File: src/rtl/ram_scan_viewer.sv
// ram_scan_viewer: single-clock RAM (one write, one read port) with a read-address
// sequencer. After reset the whole array is cleared to zero. Afterwards the read address
// either follows man_addr (MANUAL) or steps through every location on a dwell timer (SCAN).
// Read data is registered together with the address it belongs to. The address is also
// presented as two BCD digits for the HEX display drivers.
module ram_scan_viewer #(
  parameter int ADDR_W       = 5,
  parameter int DATA_W       = 4,
  parameter int DWELL_CYCLES = 50_000_000
) (
  input  logic              clock,
  input  logic              reset,
  input  logic              wr_en,
  input  logic [ADDR_W-1:0] wr_addr,
  input  logic [DATA_W-1:0] wr_data,
  input  logic              mode,
  input  logic [ADDR_W-1:0] man_addr,
  input  logic              pause,
  output logic              busy,
  output logic [ADDR_W-1:0] out_addr,
  output logic [DATA_W-1:0] out_data,
  output logic [3:0]        out_tens,
  output logic [3:0]        out_ones
);

  localparam int DEPTH   = 2 ** ADDR_W;
  localparam int DWELL_W = (DWELL_CYCLES > 1) ? $clog2(DWELL_CYCLES) : 1;

  localparam logic [ADDR_W-1:0]  ADDR_LAST  = ADDR_W'(DEPTH - 1);
  localparam logic [ADDR_W-1:0]  ADDR_ZERO  = '0;
  localparam logic [ADDR_W-1:0]  ADDR_ONE   = ADDR_W'(1);
  localparam logic [DATA_W-1:0]  DATA_ZERO  = '0;
  localparam logic [DWELL_W-1:0] DWELL_ZERO = '0;
  localparam logic [DWELL_W-1:0] DWELL_ONE  = DWELL_W'(1);
  localparam logic [DWELL_W-1:0] DWELL_LAST = DWELL_W'(DWELL_CYCLES - 1);

  typedef enum logic [1:0] {
    ST_CLEAR  = 2'd0,
    ST_MANUAL = 2'd1,
    ST_SCAN   = 2'd2
  } state_t;

  // BCD tens digit of an address (addresses never exceed 63, so 8 bits suffice).
  function automatic logic [3:0] bcd_tens(input logic [ADDR_W-1:0] a);
    logic [7:0] v;
    v = 8'(a);
    return 4'(v / 8'd10);
  endfunction

  // BCD ones digit of an address.
  function automatic logic [3:0] bcd_ones(input logic [ADDR_W-1:0] a);
    logic [7:0] v;
    v = 8'(a);
    return 4'(v % 8'd10);
  endfunction

  state_t              state_q,    state_d;
  logic [ADDR_W-1:0]   clr_ptr_q,  clr_ptr_d;
  logic [ADDR_W-1:0]   rd_addr_q,  rd_addr_d;
  logic [DWELL_W-1:0]  dwell_q,    dwell_d;
  logic [ADDR_W-1:0]   out_addr_q, out_addr_d;
  logic [DATA_W-1:0]   out_data_q, out_data_d;
  logic                busy_q,     busy_d;

  // Storage array; only ever written through the single write port below.
  logic [DATA_W-1:0]   mem_q [DEPTH];

  logic                mem_we_d;
  logic [ADDR_W-1:0]   mem_waddr_d;
  logic [DATA_W-1:0]   mem_wdata_d;
  logic [DATA_W-1:0]   rd_word_s;
  logic [DATA_W-1:0]   rd_bypass_s;

  // Asynchronous array read at the current read address.
  assign rd_word_s = mem_q[rd_addr_q];

  // Write-first: a same-cycle write to the address being read wins over the stored word.
  always_comb begin
    if (wr_en && (wr_addr == rd_addr_q)) begin
      rd_bypass_s = wr_data;
    end else begin
      rd_bypass_s = rd_word_s;
    end
  end

  // Next-state, write-port steering and read-pipeline logic for the sequencer FSM.
  always_comb begin
    state_d     = state_q;
    clr_ptr_d   = clr_ptr_q;
    rd_addr_d   = rd_addr_q;
    dwell_d     = dwell_q;
    out_addr_d  = out_addr_q;
    out_data_d  = out_data_q;
    busy_d      = busy_q;
    mem_we_d    = 1'b0;
    mem_waddr_d = wr_addr;
    mem_wdata_d = wr_data;

    case (state_q)
      ST_CLEAR: begin
        // The clear sweep owns the write port; user writes are dropped.
        mem_we_d    = 1'b1;
        mem_waddr_d = clr_ptr_q;
        mem_wdata_d = DATA_ZERO;
        out_addr_d  = ADDR_ZERO;
        out_data_d  = DATA_ZERO;
        rd_addr_d   = ADDR_ZERO;
        dwell_d     = DWELL_ZERO;
        if (clr_ptr_q == ADDR_LAST) begin
          clr_ptr_d = ADDR_ZERO;
          busy_d    = 1'b0;
          if (mode) begin
            state_d = ST_SCAN;
          end else begin
            state_d = ST_MANUAL;
          end
        end else begin
          clr_ptr_d = clr_ptr_q + ADDR_ONE;
          busy_d    = 1'b1;
        end
      end

      ST_MANUAL: begin
        mem_we_d   = wr_en;
        out_addr_d = rd_addr_q;
        out_data_d = rd_bypass_s;
        busy_d     = 1'b0;
        dwell_d    = DWELL_ZERO;
        if (mode) begin
          // Keep the last manual address so the scan starts from there.
          state_d = ST_SCAN;
        end else begin
          rd_addr_d = man_addr;
        end
      end

      ST_SCAN: begin
        mem_we_d   = wr_en;
        out_addr_d = rd_addr_q;
        out_data_d = rd_bypass_s;
        busy_d     = 1'b0;
        if (!mode) begin
          state_d = ST_MANUAL;
          dwell_d = DWELL_ZERO;
        end else if (pause) begin
          dwell_d = dwell_q;
        end else if (dwell_q == DWELL_LAST) begin
          // Natural ADDR_W-bit wrap takes DEPTH-1 back to 0.
          dwell_d   = DWELL_ZERO;
          rd_addr_d = rd_addr_q + ADDR_ONE;
        end else begin
          dwell_d = dwell_q + DWELL_ONE;
        end
      end

      default: begin
        // Unreachable encoding: recover by re-running the clear sweep.
        state_d    = ST_CLEAR;
        clr_ptr_d  = ADDR_ZERO;
        rd_addr_d  = ADDR_ZERO;
        dwell_d    = DWELL_ZERO;
        out_addr_d = ADDR_ZERO;
        out_data_d = DATA_ZERO;
        busy_d     = 1'b1;
      end
    endcase
  end

  // Sequencer and output registers with synchronous active-high reset.
  always_ff @(posedge clock) begin
    if (reset) begin
      state_q    <= ST_CLEAR;
      clr_ptr_q  <= ADDR_ZERO;
      rd_addr_q  <= ADDR_ZERO;
      dwell_q    <= DWELL_ZERO;
      out_addr_q <= ADDR_ZERO;
      out_data_q <= DATA_ZERO;
      busy_q     <= 1'b1;
    end else begin
      state_q    <= state_d;
      clr_ptr_q  <= clr_ptr_d;
      rd_addr_q  <= rd_addr_d;
      dwell_q    <= dwell_d;
      out_addr_q <= out_addr_d;
      out_data_q <= out_data_d;
      busy_q     <= busy_d;
    end
  end

  // Array write port; suppressed on the reset edge so the clear sweep restarts cleanly.
  always_ff @(posedge clock) begin
    if (!reset && mem_we_d) begin
      mem_q[mem_waddr_d] <= mem_wdata_d;
    end
  end

  assign busy     = busy_q;
  assign out_addr = out_addr_q;
  assign out_data = out_data_q;
  assign out_tens = bcd_tens(out_addr_q);
  assign out_ones = bcd_ones(out_addr_q);

endmodule

File: config.mk
export PLATFORM = sky130hd
export DESIGN_NAME = ram_scan_viewer
export DESIGN_NICKNAME = d
export VERILOG_FILES = /design/src/rtl/ram_scan_viewer.sv
export SDC_FILE = /design/constraint.sdc
export NUM_CORES = 1
export LEC_CHECK = 0
export CORE_UTILIZATION = 62
export CTS_BUF_LIST = sky130_fd_sc_hd__clkbuf_8
export DETAILED_ROUTE_END_ITERATION = 16
export PLACE_DENSITY = 0.88
export SYNTH_ARGS = -nofsm -noshare
export SYNTH_HDL_FRONTEND = slang
export SYNTH_SLANG_ARGS = --single-unit
File: constraint.sdc
create_clock -name clock -period 3.15 [get_ports clock]
set_input_delay 0.63 -clock clock [delete_from_list [all_inputs] [get_ports clock]]
set_output_delay 0.63 -clock clock [all_outputs]
set_load 0.1 [all_outputs]
==> metrics, run 1 <==
Final Cycle Share=0.9708; post-route ant nets=0; Pwr Total=6.227 mW; post-synthesis xor/xnor area fraction=0.03810; DR vias=approximately 4800; Pleak=2.920 nW; compound-cell area share of the yosys netlist=0.04562; Routed WL=16350 um; register bit total from synthesis=roughly 180; post-CTS setup buffer count=0; Max H-tree Level=4; fin cells=793; top_reg_cell synth=edfxtp_1; GPL Wtd Cong=0.8308; global route overflow=0; chip height=114.3 um; placed inst area=roughly 0.0084 mm2; Yosys warnings=0; design area=just under 0.009 mm2; Die Wd=between 100 and 150 um; Pwr per Cell Area=704.8 mW/mm2; mux contribution to synthesized area=0.1194; worst relative slew slack=0.3000; Via density=6.115; Worst IR Drop VDD=0.3850 mV; Final Hold Fails=0; DRT met1 WL=6669 um; Final min period=3.058 ns; Worst-Margin Slew=1.049 ns; final setup fails=0; Port Buffers=34; DRC Markers=0; All-Layer GR Usage=0.2709; antenna cells=0; Placed Cells=761; Worst setup SP type=flop; CTS Buf Count=17; Place WS=0.4868 ns; vias in the first global route=about 4800; uppermost layer routed=met4; Layout Nets=between 600 and 700; largest family of logic cells by synthesized area=simple AND/OR/NAND/NOR gates; first-pass GRT wire length=approximately 25000 um; commonest cells in the netlist=edfxtp_1, nor2_1, dfxtp_1, nand2_1, mux4_2; CTS root buffer=clkbuf_8; CTS tree=done; top cells by area, synth=edfxtp_1, dfxtp_1, mux4_2; DRT Pass-1 Iters=5; Max Root-Sink Buffers=2; clock skew=0.01374 ns; Synth cell types=60; DR iter-0 viols=448; Fmax achieved=327.0 MHz; PnR worst setup slack=0.09192 ns; count leader, synth=edfxtp_1; Yosys top cell by area=edfxtp_1; Skew-Pair Late Insertion Delay=0.46 ns; status=completed; worst min-delay path class=flop to flop; DR WL met3=1160 um; Clock Sinks=between 150 and 200; Core Footprint=0.01216 mm2; EDFF count, synth=128; top-area cell type share of the netlist area=0.4918; Critical Path End Type=output port; Crit Path Category=flop to output port; post-synthesis simple-gate area fraction=0.1393; Avg Cell Area, Syn=13.64 um2; layout cells sized above 1=0.2000; starting density of the core=0.6427; Area Overhead vs Synth=13.03%; wire per inst=20.62 um; Crit path required time=2.52 ns; Post-CTS Hold Buffers=0; largest net degree at the start of global routing=34; sequential share of the synthesized area=0.6147; area of the die=0.01306 mm2; FP Rows=40; antenna violations before repair=0; Final Slew Violations=0; number of max-cap violations=0; mapped cell area=0.007816 mm2; CP max FO=6; Mapped Cells=around 570; Clk pin slew, worst setup/hold paths=~0.090 ns; Synth Area in Adders=0.01601; Top Ports=37; Fin Hold WS=0.5363 ns; Arr. time, crit path=2.43 ns; DR WL met2=8131 um; Synth async-reset ratio=0; RSZ-0062 raised after global routing=false; hpwl dp=11100 um
-- per-layer routing --
metal,GRT usage,vias up
met5,0,-
met4,0.1212,0
li1,-,2208
met2,0.4384,236
met3,0.05770,41
met1,0.3559,2364
-- path summary, 6_finish.rpt --
path / from / end / slack [ns] / cells after the start
max: out_addr[3] / out_ones[3] / 0.09 / 7
min: dwell_q[25] / dwell_q[25] / 0.54 / 2
max reg2reg: state_q[1] / mem_q[11][2] / 0.47 / 6
min reg2reg: dwell_q[25] / dwell_q[25] / 0.54 / 2
-- sequential cells by signal (all words and copies together) (netlist names) --
register / cells
busy: 1
dwell_q: 26
state_q: 2
out_data: 4
rd_addr_q: 5
clr_ptr_q: 5
out_addr: 5
mem_q: 128
-- layout make-up --
class	count	area, um2
Inverter	10	37.54
Sequential cell	176	4817
Multi-Input combinational cell	361	2882
Clock inverter	13	186.4
Clock buffer	19	261.5
Tap cell	168	210.2
Timing Repair Buffer	46	440.4
Fill cell	770	3327
-- layout by cell type (no fill, tap or decap), drive strengths merged, types with 2 or more instances in the layout --
master,netlist,routed
a211oi,2,2
mux2,2,2
nor2b,7,7
clkbuf,7,19
a21oi,10,10
o22ai,8,8
nor2,78,78
xnor2,25,25
and2,7,7
bufinv,0,4
inv,10,12
and3,5,5
xor2,9,9
a22oi,5,5
clkinv,0,7
and4b,3,3
nand2b,9,9
edfxtp,128,128
ha,10,10
nand2,40,40
buf,20,28
clkdlybuf4s50,0,18
dfxtp,48,48
o21ai,20,20
nand3,13,13
nand4,10,10
nor3,14,14
nor3b,5,5
nor4,4,4
nand3b,4,4
conb,1,2
and4,3,3
mux2i,19,19
mux4,32,32
-- metrics by stage --
step                  util  TNS, ns
global route        0.7264        0
floorplan                -  -0.1295
finish              0.7264        0
global placement    0.6892        0
CTS                 0.7260        0
detailed placement  0.6892        0
-- logic make-up (layout without fill, tap and decap cells) --
logic type | count (synthesis) | count (layout)
AND/OR/NAND/NOR | 207 | 207
flip-flops | 176 | 176
AO/OA/AOI/OAI | 55 | 55
multiplexers | 53 | 53
buffers and inverters | 37 | 88
XOR/XNOR | 34 | 34
adder cells (fa/ha/maj) | 10 | 10
other | 1 | 2
-- critical path, stage by stage, from the launching register on --
cell and delay, ns:
dfxtp_4 0.40, inv_2 0.05, ha_2 0.17, nor3b_2 0.16
o31a_4 0.34, a22oi_2 0.24, mux2_2 0.37, buf_4 0.23
-- report_power, final --
| part | switching (mW) | internal, mW | total, mW |
|---|---|---|---|
| sequential | 0.0967 | 2.80 | 2.90 |
| clock | 0.804 | 0.909 | 1.71 |
| combinational | 1.09 | 0.519 | 1.61 |
| total | 2.00 | 4.23 | 6.23 |
-- what timing repair did --
item                                    in CTS  in global routing
endpoints found under the setup margin       0                  1
endpoints found under the hold margin        0                  0
gates resized for setup                      0                  1
Note: power is estimated with default switching activity, not from simulation.
==> run 2: changes to the inputs <==
--- a/config.mk
+++ b/config.mk
@@ -5,6 +5,8 @@
 export SDC_FILE = /design/constraint.sdc
 export NUM_CORES = 1
 export LEC_CHECK = 0
+export CAP_MARGIN = 20
+export CORE_ASPECT_RATIO = 0.8
 export CORE_UTILIZATION = 62
 export CTS_BUF_LIST = sky130_fd_sc_hd__clkbuf_8
 export DETAILED_ROUTE_END_ITERATION = 16
==> run 2 against run 1 <==
Compared with the run above: core utilization shrank 0.80 points; first-iteration DRC count rose by 14%; critical endpoint unchanged; fmax increased by 0.52%.
==> metrics, run 2 (same netlist as run 1, synthesis figures left out) <==
post-route ant nets=0 (unchanged); Pleak=2.878 nW (was 2.920 nW); CTS Buf Count=17 (unchanged); Critical Path End Type=output port (unchanged); Max Root-Sink Buffers=2 (unchanged); Final Cycle Share=0.9658 (was 0.9708); RR Startpoint=state_q[1] (unchanged); Worst setup startpoint=out_addr[3] (unchanged); Clk pin slew, worst setup/hold paths=0.10 ns (was 0.09 ns); FP Rows=36 (was 40); Area Overhead vs Synth=12.61% (was 13.03%); worst min-delay path class=flop to flop (unchanged); Placed Cells=762 (was 761); Slowest cell on crit path=dfxtp_4 (unchanged); wire per inst=19.54 um (was 20.62 um); Crit path required time=2.52 ns (about the same); Pwr per Cell Area=689.1 mW/mm2 (was 704.8 mW/mm2); worst relative slew slack=0.4704 (was 0.3000); Die Wd=127.5 um (was 114.3 um); All-Layer GR Usage=0.2601 (was 0.2709); WP depth=7 (unchanged); Top reg by flops=mem_q (unchanged); fin cells=795 (was 793); DR WL met2=7563 um (was 8131 um); post-CTS setup buffer count=0 (unchanged); chip height=102.4 um (was 114.3 um); Fmax achieved=328.7 MHz (was 327.0 MHz); DR iter-0 viols=511 (was 448); global route overflow=0 (unchanged); worst path cell trace=inv_2, ha_2, nor3b_1, o31a_4, a22oi_2, mux2_2, buf_4 (was inv_2, ha_2, nor3b_2, o31a_4, a22oi_2, mux2_2, buf_4); commonest non-fill, non-tap cell in the layout=edfxtp_1 (unchanged); Worst setup SP type=flop (unchanged); Final Hold Fails=0 (unchanged); Largest register FFs=128 (unchanged); DR WL met3=1164 um (was 1160 um); GPL Wtd Cong=0.8181 (was 0.8308); R2R Path End=mem_q[23][0] (was mem_q[11][2]); delay-heaviest family, CP=compound AO/OA/AOI/OAI gates (unchanged); status=completed (unchanged); CTS resizes=0 (unchanged); RSZ-0062 raised after global routing=false (unchanged); most frequent cells in the layout=edfxtp_1, nor2_1, dfxtp_1, nand2_1, mux4_2 (unchanged); critical path's largest stage delay=0.40 ns (about the same); Reg2Reg Depth=6 (unchanged); post-route setup TNS=0 ns (unchanged); hpwl dp=10500 um (was 11100 um); final setup fails=0 (unchanged); first-pass GRT wire length=24780 um (was 25490 um); antenna violations before repair=0 (unchanged); Post-CTS Hold Buffers=0 (unchanged); clock skew=0.01171 ns (was 0.01374 ns); CP max FO=6 (unchanged); uppermost layer routed=met4 (unchanged); Final min period=3.042 ns (was 3.058 ns); DRT Pass-1 Iters=5 (unchanged); Top Ports=37 (unchanged); placed inst area=0.008371 mm2 (was 0.008382 mm2); CTS root buffer=clkbuf_8 (unchanged); layout cells sized above 1=0.1987 (was 0.2000); Worst IR Drop VDD=0.4960 mV (was 0.3850 mV); Routed WL=15540 um (was 16350 um); Layout Nets=640 (was 641); Skew-Pair Late Insertion Delay=0.46 ns (about the same); design area=0.008802 mm2 (was 0.008835 mm2); starting density of the core=0.6380 (was 0.6427); DRT met1 WL=6528 um (was 6669 um); Regs by FF count=mem_q (128), dwell_q (26) (unchanged); Bufs and invs on worst path=2 (unchanged); Worst Setup EP=out_ones[3] (unchanged); antenna cells=0 (unchanged); Worst-Margin Slew=0.7890 ns (was 1.049 ns); Clock Sinks=176 (unchanged); Core Footprint=0.01225 mm2 (was 0.01216 mm2); number of max-cap violations=0 (unchanged); Port Buffers=34 (unchanged); vias in the first global route=4731 (was 4767); Via density=5.938 (was 6.115); DR vias=4721 (was 4849); area of the die=0.01306 mm2 (about the same); Pwr Total=6.066 mW (was 6.227 mW); worst reg-to-reg setup slack=0.37 ns (was 0.47 ns); Final Slew Violations=0 (unchanged); DRC Markers=0 (unchanged); Crit Path Category=flop to output port (unchanged); largest net degree at the start of global routing=34 (unchanged); Max H-tree Level=4 (unchanged); CTS tree=done (unchanged); Arr. time, crit path=2.41 ns (was 2.43 ns)
-- run 2: cell count changes in the layout (fill, tap and decap cells not counted), sizes merged --
cell,delta
bufinv,-3
inv,+6
clkinv,-5
buf,-1
clkbuf,-2
clkinvlp,+4
-- run 2: worst register-to-register path, stage by stage, from the launching register on --
cell	delay, ns
dfxtp_1	0.47
inv_1	0.11
ha_1	0.50
a21oi_1	0.13
nor3_2	0.33
nand2_1	0.45
nor2_1	0.46
-- run 2: worst min-delay path by stage --
stage / from / cells after the start / endpoint
after global placement: clr_ptr_q[3] / 2 / clr_ptr_q[3]
final: dwell_q[15] / 2 / dwell_q[15]
after floorplan: clr_ptr_q[3] / 2 / clr_ptr_q[3]
after global routing: clr_ptr_q[3] / 2 / clr_ptr_q[3]
after CTS: dwell_q[15] / 2 / dwell_q[15]
after detailed placement: dwell_q[15] / 2 / dwell_q[15]
-- run 2: routing by layer --
layer,track usage,vias to the layer above
met2,0.4254,199
met5,0,-
met4,0.09982,0
met3,0.06545,32
met1,0.3408,2289
li1,-,2201
-- run 2: cell type report --
| cell class | instances | area [um2] |
|---|---|---|
| flip-flops and latches | 176 | 4817 |
| multi-input cells | 361 | 2877 |
| fillers | 791 | 3450 |
| inverters | 10 | 37.54 |
| repair buffers | 45 | 452.9 |
| well taps | 171 | 214.0 |
| clock inverters | 15 | 170.2 |
| clock buffers | 17 | 234.0 |
-- run 2: power by group --
| group | internal, mW | leakage, nW | switching (mW) |
|---|---|---|---|
| combinational | 0.514 | 1.11 | 1.10 |
| sequential | 2.80 | 1.57 | 0.0851 |
| clock | 0.668 | 0.193 | 0.901 |
| total | 3.98 | 2.88 | 2.08 |
-- run 2: per-stage QoR --
| step | setup slack, ns | util | hold slack [ns] |
|---|---|---|---|
| 6_report | 0.1078 | 0.7184 | 0.5286 |
| 5_1_grt | 0.007152 | 0.7184 | 0.5714 |
| 4_1_cts | 0.08937 | 0.7162 | 0.5316 |
| 3_5_place_dp | 0.4471 | 0.6832 | 0.5024 |
| 3_3_place_gp | 0.6048 | 0.6832 | 0.4927 |
| 2_1_floorplan | -0.1295 | - | 0.4768 |
